File: config.mk
export PLATFORM = sky130hd
export DESIGN_NAME = oldland_dbg_reg_ctrl
export DESIGN_NICKNAME = d
export VERILOG_FILES = /design/src/rtl/oldland_dbg_reg_ctrl.sv
export SDC_FILE = /design/constraint.sdc
export NUM_CORES = 1
export LEC_CHECK = 0
export ABC_AREA = 1
export CAP_MARGIN = 25
export CORE_ASPECT_RATIO = 1.2
export CORE_MARGIN = 2
export CORE_UTILIZATION = 30
export CTS_CLUSTER_SIZE = 16
export DETAILED_ROUTE_END_ITERATION = 8
export PLACE_DENSITY = 0.66
export RECOVER_POWER = 50
export SLEW_MARGIN = 40
export SYNTH_ARGS = -nofsm -noshare
export SYNTH_HDL_FRONTEND = slang
export SYNTH_SLANG_ARGS = --single-unit
File: constraint.sdc
create_clock -name clk -period 4 [get_ports clk]
set_clock_uncertainty 0.1 [all_clocks]
set_input_delay 0.8 -clock clk [delete_from_list [all_inputs] [get_ports clk]]
set_output_delay 0.8 -clock clk [all_outputs]
set_load 0.02 [all_outputs]
File: src/rtl/oldland_dbg_reg_ctrl.sv
// Debug register controller: halts the core, then sequences single-register or
// dump-all accesses through the register file debug port with valid/ready responses.
module oldland_dbg_reg_ctrl #(
   parameter int unsigned HALT_TIMEOUT = 255,
   parameter int unsigned CNT_W        = 8
) (
   input  logic        clk,
   input  logic        rst,
   input  logic        req_valid,
   output logic        req_ready,
   input  logic        req_wr,
   input  logic        req_dump,
   input  logic [3:0]  req_sel,
   input  logic [31:0] req_wdata,
   output logic        resp_valid,
   input  logic        resp_ready,
   output logic [31:0] resp_rdata,
   output logic [3:0]  resp_idx,
   output logic        resp_last,
   output logic        resp_err,
   output logic        halt_req,
   input  logic        cpu_halted,
   output logic        dbg_en,
   output logic [3:0]  dbg_reg_sel,
   output logic [31:0] dbg_reg_wr_val,
   output logic        dbg_reg_wr_en,
   input  logic [31:0] dbg_reg_val
);

   localparam int unsigned IDX_W  = 4;
   localparam int unsigned DATA_W = 32;
   localparam logic [IDX_W-1:0] LAST_IDX    = IDX_W'(15);
   localparam logic [CNT_W-1:0] TIMEOUT_CNT = CNT_W'(HALT_TIMEOUT);

   typedef enum logic [2:0] {
      ST_IDLE,
      ST_HALT_WAIT,
      ST_ACCESS,
      ST_READ_WAIT,
      ST_RESP
   } state_t;

   state_t              state_q, state_d;
   logic [CNT_W-1:0]    cnt_q, cnt_d;
   logic                wr_q, wr_d;
   logic                dump_q, dump_d;
   logic [IDX_W-1:0]    idx_q, idx_d;
   logic [DATA_W-1:0]   wdata_q, wdata_d;
   logic                wr_pulse_q, wr_pulse_d;

   logic                resp_valid_d;
   logic [DATA_W-1:0]   resp_rdata_d;
   logic [IDX_W-1:0]    resp_idx_d;
   logic                resp_last_d;
   logic                resp_err_d;
   logic                halt_req_d;
   logic                dbg_en_d;
   logic [IDX_W-1:0]    dbg_reg_sel_d;
   logic [DATA_W-1:0]   dbg_reg_wr_val_d;

   logic                accept;
   logic                enter_access;
   logic                enter_err;

   assign req_ready = (state_q == ST_IDLE) & ~rst;
   assign accept    = req_valid & req_ready;

   // A write strobe never reaches the register file once the core has left halt.
   assign dbg_reg_wr_en = wr_pulse_q & cpu_halted;

   always_ff @(posedge clk) begin
      if (rst) begin
         state_q        <= ST_IDLE;
         cnt_q          <= '0;
         wr_q           <= 1'b0;
         dump_q         <= 1'b0;
         idx_q          <= '0;
         wdata_q        <= '0;
         wr_pulse_q     <= 1'b0;
         resp_valid     <= 1'b0;
         resp_rdata     <= '0;
         resp_idx       <= '0;
         resp_last      <= 1'b0;
         resp_err       <= 1'b0;
         halt_req       <= 1'b0;
         dbg_en         <= 1'b0;
         dbg_reg_sel    <= '0;
         dbg_reg_wr_val <= '0;
      end else begin
         state_q        <= state_d;
         cnt_q          <= cnt_d;
         wr_q           <= wr_d;
         dump_q         <= dump_d;
         idx_q          <= idx_d;
         wdata_q        <= wdata_d;
         wr_pulse_q     <= wr_pulse_d;
         resp_valid     <= resp_valid_d;
         resp_rdata     <= resp_rdata_d;
         resp_idx       <= resp_idx_d;
         resp_last      <= resp_last_d;
         resp_err       <= resp_err_d;
         halt_req       <= halt_req_d;
         dbg_en         <= dbg_en_d;
         dbg_reg_sel    <= dbg_reg_sel_d;
         dbg_reg_wr_val <= dbg_reg_wr_val_d;
      end
   end

   always_comb begin
      state_d          = state_q;
      cnt_d            = cnt_q;
      wr_d             = wr_q;
      dump_d           = dump_q;
      idx_d            = idx_q;
      wdata_d          = wdata_q;
      wr_pulse_d       = 1'b0;
      resp_valid_d     = resp_valid;
      resp_rdata_d     = resp_rdata;
      resp_idx_d       = resp_idx;
      resp_last_d      = resp_last;
      resp_err_d       = resp_err;
      halt_req_d       = halt_req;
      dbg_en_d         = dbg_en;
      dbg_reg_sel_d    = dbg_reg_sel;
      dbg_reg_wr_val_d = dbg_reg_wr_val;
      enter_access     = 1'b0;
      enter_err        = 1'b0;

      case (state_q)
         ST_IDLE: begin
            if (accept) begin
               wr_d    = req_wr;
               dump_d  = req_dump;
               idx_d   = req_dump ? '0 : req_sel;
               wdata_d = req_wdata;
               if (cpu_halted) begin
                  enter_access = 1'b1;
               end else begin
                  halt_req_d = 1'b1;
                  cnt_d      = '0;
                  state_d    = ST_HALT_WAIT;
               end
            end
         end

         ST_HALT_WAIT: begin
            if (cpu_halted) begin
               enter_access = 1'b1;
            end else if (cnt_q == TIMEOUT_CNT) begin
               enter_err = 1'b1;
            end else begin
               cnt_d = cnt_q + CNT_W'(1);
            end
         end

         ST_ACCESS: begin
            if (!cpu_halted) begin
               enter_err = 1'b1;
            end else begin
               state_d = ST_READ_WAIT;
            end
         end

         // Port A is registered: the value selected in ACCESS is visible here.
         ST_READ_WAIT: begin
            if (!cpu_halted) begin
               enter_err = 1'b1;
            end else begin
               state_d      = ST_RESP;
               dbg_en_d     = 1'b0;
               resp_valid_d = 1'b1;
               resp_rdata_d = dbg_reg_val;
               resp_idx_d   = idx_q;
               resp_err_d   = 1'b0;
               resp_last_d  = ~dump_q | (idx_q == LAST_IDX);
            end
         end

         ST_RESP: begin
            if (resp_ready) begin
               resp_valid_d = 1'b0;
               if (dump_q && (idx_q != LAST_IDX) && !resp_err) begin
                  idx_d        = idx_q + IDX_W'(1);
                  enter_access = 1'b1;
               end else begin
                  halt_req_d = 1'b0;
                  state_d    = ST_IDLE;
               end
            end
         end

         default: begin
            state_d = ST_IDLE;
         end
      endcase

      // Common entry into ACCESS; a dump never strobes a write.
      if (enter_access) begin
         state_d          = ST_ACCESS;
         dbg_en_d         = 1'b1;
         dbg_reg_sel_d    = idx_d;
         dbg_reg_wr_val_d = wdata_d;
         wr_pulse_d       = wr_d & ~dump_d;
      end

      if (enter_err) begin
         state_d      = ST_RESP;
         dbg_en_d     = 1'b0;
         resp_valid_d = 1'b1;
         resp_rdata_d = '0;
         resp_idx_d   = idx_d;
         resp_last_d  = 1'b1;
         resp_err_d   = 1'b1;
      end
   end

endmodule

* After elaboration in Yosys (flattened, before gate mapping)
Cells that the tools add are included.
** Storage, ports and cells
- Register bits after elaboration :: 127
- Latch bits :: 0
- Bits in writable memories :: 0
- Memory bits (read-only) :: 0
- Logic and storage cells :: 138
- Memories kept :: 0
** Operators by class
- Add/sub/neg operators :: 2
- Multiply operators :: 0
- Divide/modulo/power cells :: 0
- Magnitude comparators :: 0
- Equal/unequal tests :: 31
- Shifts and indexed selects :: 0
- Muxes and demuxes :: 53
- Bitwise gates (word level) :: 10
- Reduce and logical (&&, ||, !) cells :: 24
** Operator list (count)
- $mux 32 :: 2
- $mux 8 :: 4
- $mux 4 :: 7
- $ne 4x4->1 const B :: 7
- $ne 3x3->1 const B :: 9
- $mux 1 :: 25
- $mux 3 :: 8
- $reduce_and 7->1 :: 3
- $ne 2x2->1 const B :: 9
- $pmux 8 s2 :: 1
- $pmux 3 s5 :: 1
- $reduce_bool 2->1 :: 6
- $reduce_and 5->1 :: 2
- $add 8x1->8 const B :: 1
- $eq 8x8->1 const B :: 1
- $pmux 4 s2 :: 1
- $eq 3x2->1 const B :: 2
- $pmux 1 s2 :: 3
- $reduce_and 2->1 :: 3
- $reduce_or 2->1 :: 3
- $not 1->1 :: 5
- $add 4x1->4 const B :: 1
- $and 1x1->1 :: 4
- $eq 4x4->1 const B :: 1
- other kinds (10) :: 11

* Longest topological paths before layout
- Depth after elaboration :: 8
- Depth in mapped cells :: 11
- Gate-level depth less buffers :: 11

* Worst setup path after synthesis
No wires, ideal clock.
- Path type :: input to register
- Start point :: input port rst
- End point :: register wdata_q[17]
- Arrival :: 1.835 ns
- Slack :: 1.937 ns
- Cell stages on the path :: 7
- Path buffers :: 2
- Cell sequence :: buf_2 nor2_4 nand2_2 clkbuf_1 or2_2 o21ai_2 nor2_1
** Between the ends
- Longest elaborated chain between the ends :: 5
** Ends and longest elaborated chain
- start: declaration :: RTL line 8 : input logic rst,
- $not 1->1 :: RTL line 65 : assign req_ready = (state_q == ST_IDLE) & ~rst;
- $and 1x1->1 :: RTL line 65
- named net req_ready :: RTL line 10 : output logic req_ready,
- $and 1x1->1 :: RTL line 66 : assign accept = req_valid & req_ready;
- $mux 32 :: RTL line 131 : if (accept) begin
- $mux 32 :: RTL line 129 : case (state_q)
- end signal: assignment :: RTL line 95 : wdata_q <= wdata_d;
- end: declaration :: RTL line 48 : logic [DATA_W-1:0] wdata_q, wdata_d;
The timed path passes the listed nets, and every way through them passes these cells.
A chain may end at the register's enable or synchronous reset.

* Worst setup path after layout
- Start point :: input port req_valid
- End point :: register wr_pulse_q
** Between the ends
- Longest elaborated chain between the ends :: 5
** Ends and longest elaborated chain
- start: declaration :: RTL line 9 : input logic req_valid,
- $and 1x1->1 * :: RTL line 66
- $mux 1 :: RTL line 131
- $pmux 1 s3 or $mux 1 (tied branches) :: RTL line 129
- $not 1->1 (on tied branches)
- $reduce_or 2->1 (no line) or $and 1x1->1 (tied branches)
- end signal: assignment :: RTL line 96 : wr_pulse_q <= wr_pulse_d;
- end: declaration :: RTL line 49 : logic wr_pulse_q, wr_pulse_d;
Every way passes the cells marked *; elsewhere a longest branch is shown, timed or not.

==> run_results.csv <==
group,metric,value,unit
sta,worst_pin_slew,1.459,ns
floorplan,die_w,121.9,um
global_route,grt_max_degree,38,
clocking,cts_tree,"built",
setup_path,path_class,"input port to flip-flop",
routing,ant_nets,0,
routing,via_per_inst,4.440,
worst_hold_path,hp-class,"flip-flop to flip-flop",
clocking,cts_buffer_depth,2,
sta,rsz0062_at_grt,"no",
layout,diodes,0,
clocking,numCtsBuffers,17,
setup_path,crit_chain,"dlygate4sd3_1 -> inv_1 -> nor3_1 -> clkbuf_1 -> o21ai_0 -> nor3_2",
global_route,first_global_vias,4236,
routing,wl,13320,um
layout,drive_above_1_share,10.82,%
layout,syn_to_final_growth,46.16,%
sta,fin_crit_sh,79.78,%
clocking,cts_root_buf,"clkbuf_16",
sta,finalSetupViolCount,0,
routing,vias,4471,
sta,maxSlewViolCount,0,
global_route,overflow,0,
floorplan,start_util,30.75,%
yosys,post_synth_num_cell_types,32,
sta,tns,0,ns
placed_design,gp_congestion,0.8134,
clocking,cts_sinks,127,
setup_path,cp_max_fo,34,
yosys,netlist_area,5004,um2
setup_path,cp.arrival,3.42,ns
yosys,syn_inst,632,
yosys,ys_seq_elements,127,
yosys,synth_area_per_cell,7.917,um2
power_and_ir_drop,p_per_area,571.5,nW/um2
yosys,yosys_most_used_dff,"dfxtp_1",
floorplan,coreArea,16270,um2
sta,period_minus_slack,3.191,ns
clocking,cts-resized-gates,0,
global_route,grtUsageTotal,15.23,%
status,outcome,"completed",
setup_path,end_kind,"flip-flop",
sta,fin_ws,0.8087,ns
placed_design,pre_cts_slack,0.9814,ns
clocking,clk_pin_slew_worst_paths,0.06,ns
setup_path,cp_data_required_time,4.23,ns
global_route,grt_pass1_wl,21430,um
placed_design,dp_hpwl,9076,um
clocking,cts_hold_buf,0,
placed_design,io_buffers,153,
sta,hold_viol,0,
floorplan,die_area,17730,um2
setup_path,reg2reg_slack,1.20,ns
power_and_ir_drop,peakVddDrop,0.2623,mV
yosys,syn_nets,709,
layout,nets,859,
setup_path,slowest_delay,1.10,ns
run,drv_cap,0,
setup_path,cp_slowest_cell,"clkbuf_1",
routing,dr.pass1.iters,7,
routing,drc,0,
setup_path,startpoint_type,"input port",
sta,max_freq,0.3133,GHz
yosys,seq_area_frac_synth,50.81,%
routing,drtIter0Drc,217,
power_and_ir_drop,leakagePower,2.961,nW
clocking,clock_latency,0.41,ns
floorplan,dieHeight,145.5,um
global_route,antenna_found_initial,0,
routing,wl_per_cell,13.22,um
yosys,synthArstFlopShare,0,%
clocking,cts_setup_buffers,0,
floorplan,ios,154,
floorplan,fp-row-count,51,
yosys,synth_warnings,0,
clocking,cts_max_level,4,
yosys,synth_edf_count,0,
sta,maxSlewHeadroom,2.732,%
final cells by class:
class                           count  area, um2
Timing Repair Buffer              159       1564
Clock inverter                     13      202.7
Fill cell                        1669       8959
Sequential cell                   127       2542
Inverter                           37      138.9
Clock buffer                       19      452.9
Tap cell                          212      265.3
Multi-Input combinational cell    440       2147
through the flow:
step | total power (W) | instances | hold WS, ns | util, % | cell area, um2
2_1_floorplan | 0.002187 | 632 | 0.3537 | - | 5004
3_3_place_gp | 0.002560 | 975 | 0.3412 | 41.13 | 6693
3_5_place_dp | 0.002567 | 975 | 0.3436 | 41.13 | 6693
4_1_cts | 0.004266 | 1007 | 0.3594 | 45.16 | 7348
5_1_grt | 0.004399 | 1007 | 0.3737 | 44.94 | 7313
6_report | 0.004180 | 1007 | 0.3522 | 44.94 | 7313
cell usage after synthesis (2+ instances only):
cell type	instances	area (um2)
buf_6	3	33.78
buf_2	10	50.05
o21ai_1	5	25.02
inv_1	35	131.4
nor3_1	2	10.01
nand2_2	3	18.77
nor2_2	4	25.02
nand4_1	4	25.02
o21ai_2	28	245.2
inv_2	2	7.510
or2_2	8	50.05
nand3_2	2	20.02
xor2_1	4	35.03
a31oi_1	2	12.51
a21oi_1	51	255.2
nand2_1	172	645.6
o21ai_0	39	195.2
nand3_1	17	85.08
nor2_1	62	232.7
or2_0	25	156.4
nor2_4	3	33.78
buf_4	2	15.01
ha_1	2	25.02
clkbuf_1	13	48.80
dfxtp_1	127	2542
registers in the layout, summed over array words and instances (netlist names), 3 cells and up:
name            flops
resp_rdata         32
state_q             3
dbg_reg_sel         4
resp_idx            4
idx_q               4
wdata_q            32
dbg_reg_wr_val     32
cnt_q               8
cell usage in the layout (no fill, tap or decap), drive strengths merged, types with 4 or more instances in the layout:
cell type      Yosys  final
clkbuf            13     21
clkdlybuf4s50      0     93
dlygate4sd3        0     59
nor2              69     69
nand4              4      4
bufinv             0      4
nand3             20     20
inv               37     41
o21ai             72     72
clkinv             0      4
buf               15      5
dfxtp            127    127
xor2               4      4
nor3               4      4
a21oi             51     51
or2               33     33
nand2            176    176
power by group:
| group | switching, W | internal, W | total (W) |
|---|---|---|---|
| logic | 0.000639 | 0.000359 | 0.000998 |
| clock network | 0.000596 | 0.00109 | 0.00169 |
| registers | 0.0000706 | 0.00142 | 0.00149 |
| total | 0.00130 | 0.00287 | 0.00418 |
final timing paths:
path,start,end,depth (start not counted)
worst max register to register,state_q[0],wr_pulse_q,6
worst min-delay path,dbg_reg_wr_val[27],dbg_reg_wr_val[27],2
worst min register to register,dbg_reg_wr_val[27],dbg_reg_wr_val[27],2
worst max-delay path,req_valid,wr_pulse_q,6
cells by family (layout without fill, tap and decap cells):
| group | count (synthesis) | after routing | share of synthesized area (%) |
|---|---|---|---|
| AO/OA/AOI/OAI | 126 | 126 | 14.80 |
| XOR/XNOR | 5 | 5 | 0.8752 |
| adder cells (fa/ha/maj) | 2 | 2 | 0.5000 |
| buffers and inverters | 65 | 228 | 5.727 |
| flip-flops | 127 | 127 | 50.81 |
| AND/OR/NAND/NOR | 307 | 307 | 27.28 |
metal layers:
metal  share of wire (%)  up-vias  global-route usage, %
met5                   0        -                      0
met4                 1.6        0                  5.862
met3                 3.2       14                  3.448
met2                  51       72                  25.95
met1                  44     2053                  18.46
li1                    -     2332                      -
worst max-delay path, delay by kind of cell:
kind,cells,cell delay [ns]
buffers and inverters,3,1.75
AND/OR/NAND/NOR,2,0.50
AO/OA/AOI/OAI,1,0.34
(Power assumes the default switching activity.)
==> variant 1, RTL diff (same settings) <==
The 5 states of `state_t` get a one-hot encoding in 5 bits.
--- a/src/rtl/oldland_dbg_reg_ctrl.sv
+++ b/src/rtl/oldland_dbg_reg_ctrl.sv
@@ -32,12 +32,12 @@
    localparam logic [IDX_W-1:0] LAST_IDX    = IDX_W'(15);
    localparam logic [CNT_W-1:0] TIMEOUT_CNT = CNT_W'(HALT_TIMEOUT);
 
-   typedef enum logic [2:0] {
-      ST_IDLE,
-      ST_HALT_WAIT,
-      ST_ACCESS,
-      ST_READ_WAIT,
-      ST_RESP
+   typedef enum logic [4:0] {
+      ST_IDLE      = 5'b00001,
+      ST_HALT_WAIT = 5'b00010,
+      ST_ACCESS    = 5'b00100,
+      ST_READ_WAIT = 5'b01000,
+      ST_RESP      = 5'b10000
    } state_t;
 
    state_t              state_q, state_d;
Function: same outputs for any inputs over 4 cycles, from zero or initial values and one cycle with rst high; so few cycles prove little.
==> variant 1 against the original RTL <==
Die area grew 5.8%. Highest routed layer unchanged. Hold slack gained 0.0045 ns. Wire length grew 2.8%. Global-route usage is essentially flat. Sequential cell count grew 2. Design area grew 4.0%. Worst setup slack gained 0.049 ns. Synthesized area grew 6.0%. Total power shrank 9.6%. Critical path type is now input pin to primary output. Largest cell class unchanged.
==> variant 1: results (changes against the original RTL) <==
Starting DRT DRC Count 312 (+44%); VDD IR max 274 uV (+4.7%); Worst Hold Class flip-flop to flip-flop; GPL Wtd Cong 0.816 (+0.26%); nets@finish 985 (+15%); critical path startpoint cpu_halted; # Post-CTS Setup Buffers 0 (unchanged); worst-margin pin slew 1.27 ns (-0.185 ns); fraction of the mapped netlist area in adder cells 0.472% (-0.028 points); cts repair resizes 0 (unchanged); Via density 4.42 (-0.49%); first-pass GRT wire length 23.1 mm (+7.9%); vias in the first global route 4,815 (+14%); YS warnings 0 (unchanged); R2R setup slack 1.54 ns (+0.34 ns); clock buffer depth 2 (unchanged); LEAKAGE 3.39 nW (+14%); antenna violations before repair 0 (unchanged); asr flop ratio synth 0% (unchanged); Worst EP arrival 2.24 ns (-1.18 ns); Synth cell types 31 (-3.1%); r2r startpoint state_q[3]; Synth top cells by count nand2_1 (239), dfxtp_1 (129), nor2_1 (124), inv_1 (72), a21oi_1 (53); Critical Path Sink dbg_reg_wr_en; clk_lat worst skew 0.42 ns; Post-Synth XOR/XNOR Area 0.330% (-0.54 points); final wirelength 13.7 mm (+2.8%); share of cells above drive strength 1 5.97% (-4.8 points); drt first pass iters 4 (-3); R2R depth 9 (+3); Synth Flop Type dfxtp_1; pin count of the biggest net entering global routing 65 (+71%); Largest regs dbg_reg_wr_val: 32 flops, resp_rdata: 32 flops, wdata_q: 32 flops; Compound-Gate Fraction of Synth Area 9.39% (-5.4 points); GRT Total Usage 15.2% (about the same); Slowest-stage cell, CP dlygate4sd3_1; sequential area share after synthesis 48.7% (-2.1 points); final HPWL from detailed placement 9.31 mm (+2.6%); top post-synthesis cells by area dfxtp_1 (49%), nand2_1 (17%), nor2_1 (8.8%); CP max stage delay 0.71 ns (-0.39 ns); worst hold path stage count 2 (unchanged); status finished, final reports clean; Syn Nets 839 (+18%); mux share of post-synthesis cell area 0% (unchanged); fill count 1,809 (+8.4%); Diodes inserted 0 (unchanged); reg2reg end dbg_reg_wr_val[6]; CP max FO 6 (-82%)
## variant 1: changes by cell type after synthesis, moves of 5 or more
cell	change
o21ai_0	-32
nand4_1	+5
nor2_1	+62
o21ai_1	+26
or2_0	-25
nand2_1	+67
or2_2	-7
nand3_1	+11
inv_1	+37
o21ai_2	-28
## variant 1: critical path: cells and delay by family
kind	cells	cell delay, ns
buffers and inverters	3	1.36
AND/OR/NAND/NOR	1	0.08
## variant 1: logic make-up (layout without fill, tap and decap cells)
family / count (synthesis) / in the layout
adder cells (fa/ha/maj): 2 / 2
AO/OA/AOI/OAI: 97 / 97
AND/OR/NAND/NOR: 421 / 421
XOR/XNOR: 2 / 2
buffers and inverters: 111 / 270
flip-flops: 129 / 129
## variant 1: routing by layer
layer	up-vias	part of all wire [%]	wire, um	track usage (%)
met5	-	0	0	0
met4	0	0.94	129	4.83
met3	13	8.3	1140	6.83
met2	145	44	6040	24.2
met1	2226	47	6390	18.5
li1	2657	-	-	-
## variant 1: power by group
group	switching [mW]	internal, mW	total, mW
Clock	0.606	1.05	1.66
Combinational	0.410	0.275	0.685
Sequential	0.0455	1.39	1.44
Total	1.06	2.72	3.78
## variant 1: area by class of cell
type | count | share of cell area [%]
clock inverter | 15 | 2.73
multi-input combinational | 522 | 29.5
clock buffer | 17 | 5.59
tap | 220 | 3.62
sequential | 129 | 34.0
timing repair buffer | 161 | 20.8
inverter | 77 | 3.80
## variant 1: worst min path at each step
stage | startpoint | to | slack [ns]
6_report | resp_rdata[29] | resp_rdata[29] | 0.36
3_5_place_dp | resp_rdata[21] | resp_rdata[21] | 0.35
3_3_place_gp | resp_rdata[25] | resp_rdata[25] | 0.35
5_1_grt | resp_rdata[10] | resp_rdata[10] | 0.37
2_1_floorplan | wr_q | wr_q | 0.35
4_1_cts | resp_rdata[13] | resp_rdata[13] | 0.36
## variant 1: through the flow
stage / cells / total power, mW / utilization [%] / area [um2] / worst slack, ns
2_1_floorplan: 762 / 1.91 / - / 5300 / 2.09
3_3_place_gp: 1109 / 2.16 / 40.1 / 6990 / 0.941
3_5_place_dp: 1109 / 2.17 / 40.1 / 6990 / 0.944
4_1_cts: 1141 / 3.84 / 43.7 / 7620 / 0.940
5_1_grt: 1141 / 3.99 / 43.6 / 7610 / 0.786
6_report: 1141 / 3.78 / 43.6 / 7610 / 0.858
==> variant 2, RTL diff (config.mk and constraints unchanged) <==
Without the edit above. The parameter `CNT_W` goes from 8 to 9.
--- a/src/rtl/oldland_dbg_reg_ctrl.sv
+++ b/src/rtl/oldland_dbg_reg_ctrl.sv
@@ -2,7 +2,7 @@
 // dump-all accesses through the register file debug port with valid/ready responses.
 module oldland_dbg_reg_ctrl #(
    parameter int unsigned HALT_TIMEOUT = 255,
-   parameter int unsigned CNT_W        = 8
+   parameter int unsigned CNT_W        = 9
 ) (
    input  logic        clk,
    input  logic        rst,
Function: no difference found for any inputs over 4 cycles, from zero or initial values and one cycle with rst high; that may be too few to reach the edited logic, so the function may still have changed.
==> variant 2 against the original RTL <==
Sequential cell count grew 1. Fmax grew 3.3%. Hold slack lost 0.014 ns. Synthesized cell count grew 9.2%. Highest routed layer unchanged. Wire length shrank 3.0%. Total power shrank 7.6%. Critical endpoint is now dbg_reg_wr_en. Worst setup slack gained 0.10 ns. Clock power shrank 5%. Utilization shrank 1.0 points. Via count grew 4.3%. Global-route usage shrank 0.23 points. Synthesized area grew 1.1%. Design area grew 0.44%.
==> variant 2: results (changes against the original RTL) <==
Layout clock area frac 8.40% (-0.57 points); drt first pass iters 4 (-3); r2r startpoint cnt_q[0]; Slowest-stage cell, CP clkdlybuf4s50_1; status finished, final reports clean; count of non-CTS inverters in the layout 32 (-14%); power share of the sequential group 37.3% (+1.6 points); GPL Wtd Cong 0.834 (+2.5%); pin count of the biggest net entering global routing 51 (+34%); critical path startpoint cpu_halted; antenna violations before repair 1 (+1); Synth Instances 690 (+9.2%); Seq area share 34.9% (+0.12 points); Hold Worst Slack 0.338 ns (-0.0138 ns); Via density 4.36 (-1.8%); sequential area share after synthesis 50.6% (-0.17 points); clock network fraction of total power 41.5% (+1.1 points); Diodes inserted 1 (+1); Internal 2.69 mW (-6.4%); R2R setup slack 1.59 ns (+0.39 ns); GRT Total Usage 15.0% (-0.23 points); Synth cell types 33 (+3.1%); non-clk buf share 21.3% (-0.095 points); final wirelength 12.9 mm (-3.0%); slew margin rel. 58.7% (+56 points); P_clk 1.60 mW (-5%); clkbuf count 18 (-1); worst hold path stage count 2 (unchanged); dpl ws 0.914 ns (-0.0672 ns); #MultiIn Comb 502 (+14%); CP max FO 5 (-85%); Hold Path Origin dbg_reg_wr_val[9]; LEAKAGE 3.29 nW (+11%); Starting DRT DRC Count 211 (-2.8%); first-pass GRT wire length 21.2 mm (-1.0%); top post-synthesis cells by area dfxtp_1 (51%), nand2_1 (25%), a21oi_1 (8.3%); Syn Nets 768 (+8.3%); final HPWL from detailed placement 8.77 mm (-3.4%); DP Cell Count 1,036 (+6.3%); CP max stage delay 0.63 ns (-0.47 ns); placed cell area 6740 um2 (+0.71%); clock buffer depth 2 (unchanged); reg2reg end resp_rdata[31]; R2R depth 13 (+7); min cycle time layout 3.09 ns (-0.101 ns); share of cells above drive strength 1 6.69% (-4.1 points); DIE WIDTH 123 um (+0.55%); vias in the first global route 4,445 (+4.9%); Critical Path Sink dbg_reg_wr_en; Seq cells 128 (+0.79%); nets@finish 917 (+6.8%); Layout Utilization 43.9% (-1.0 points)
-- variant 2: changes by cell type in the layout (fill, tap and decap cells not counted), moves of 4 or more --
cell | unedited run | this run
inv_1 | 35 | 28
o21a_1 | 0 | 4
or2_0 | 25 | 0
o21ai_1 | 5 | 1
or2_2 | 8 | 1
o21ai_0 | 40 | 4
a21oi_1 | 51 | 84
nand2_1 | 173 | 335
nor2_1 | 64 | 26
o21ai_2 | 27 | 0
-- variant 2: cells by family after synthesis --
| kind of cell | count (synthesis) | synth area share (%) |
|---|---|---|
| buffers and inverters | 60 | 5.42 |
| adders and majority gates | 3 | 0.742 |
| DFF | 128 | 50.6 |
| AOI/OAI and AO/OA | 97 | 10.0 |
| xor gates and xnor gates | 5 | 0.866 |
| and+or+nand+nor | 397 | 32.3 |
-- variant 2: routing by layer --
metal  GRT usage (%)  vias up  routed length, um
li1                -     2472                  -
met1            17.1     2027               5580
met2            24.3      145               5950
met3            6.99       18               1190
met4            5.57        0                199
met5               0        -                  0
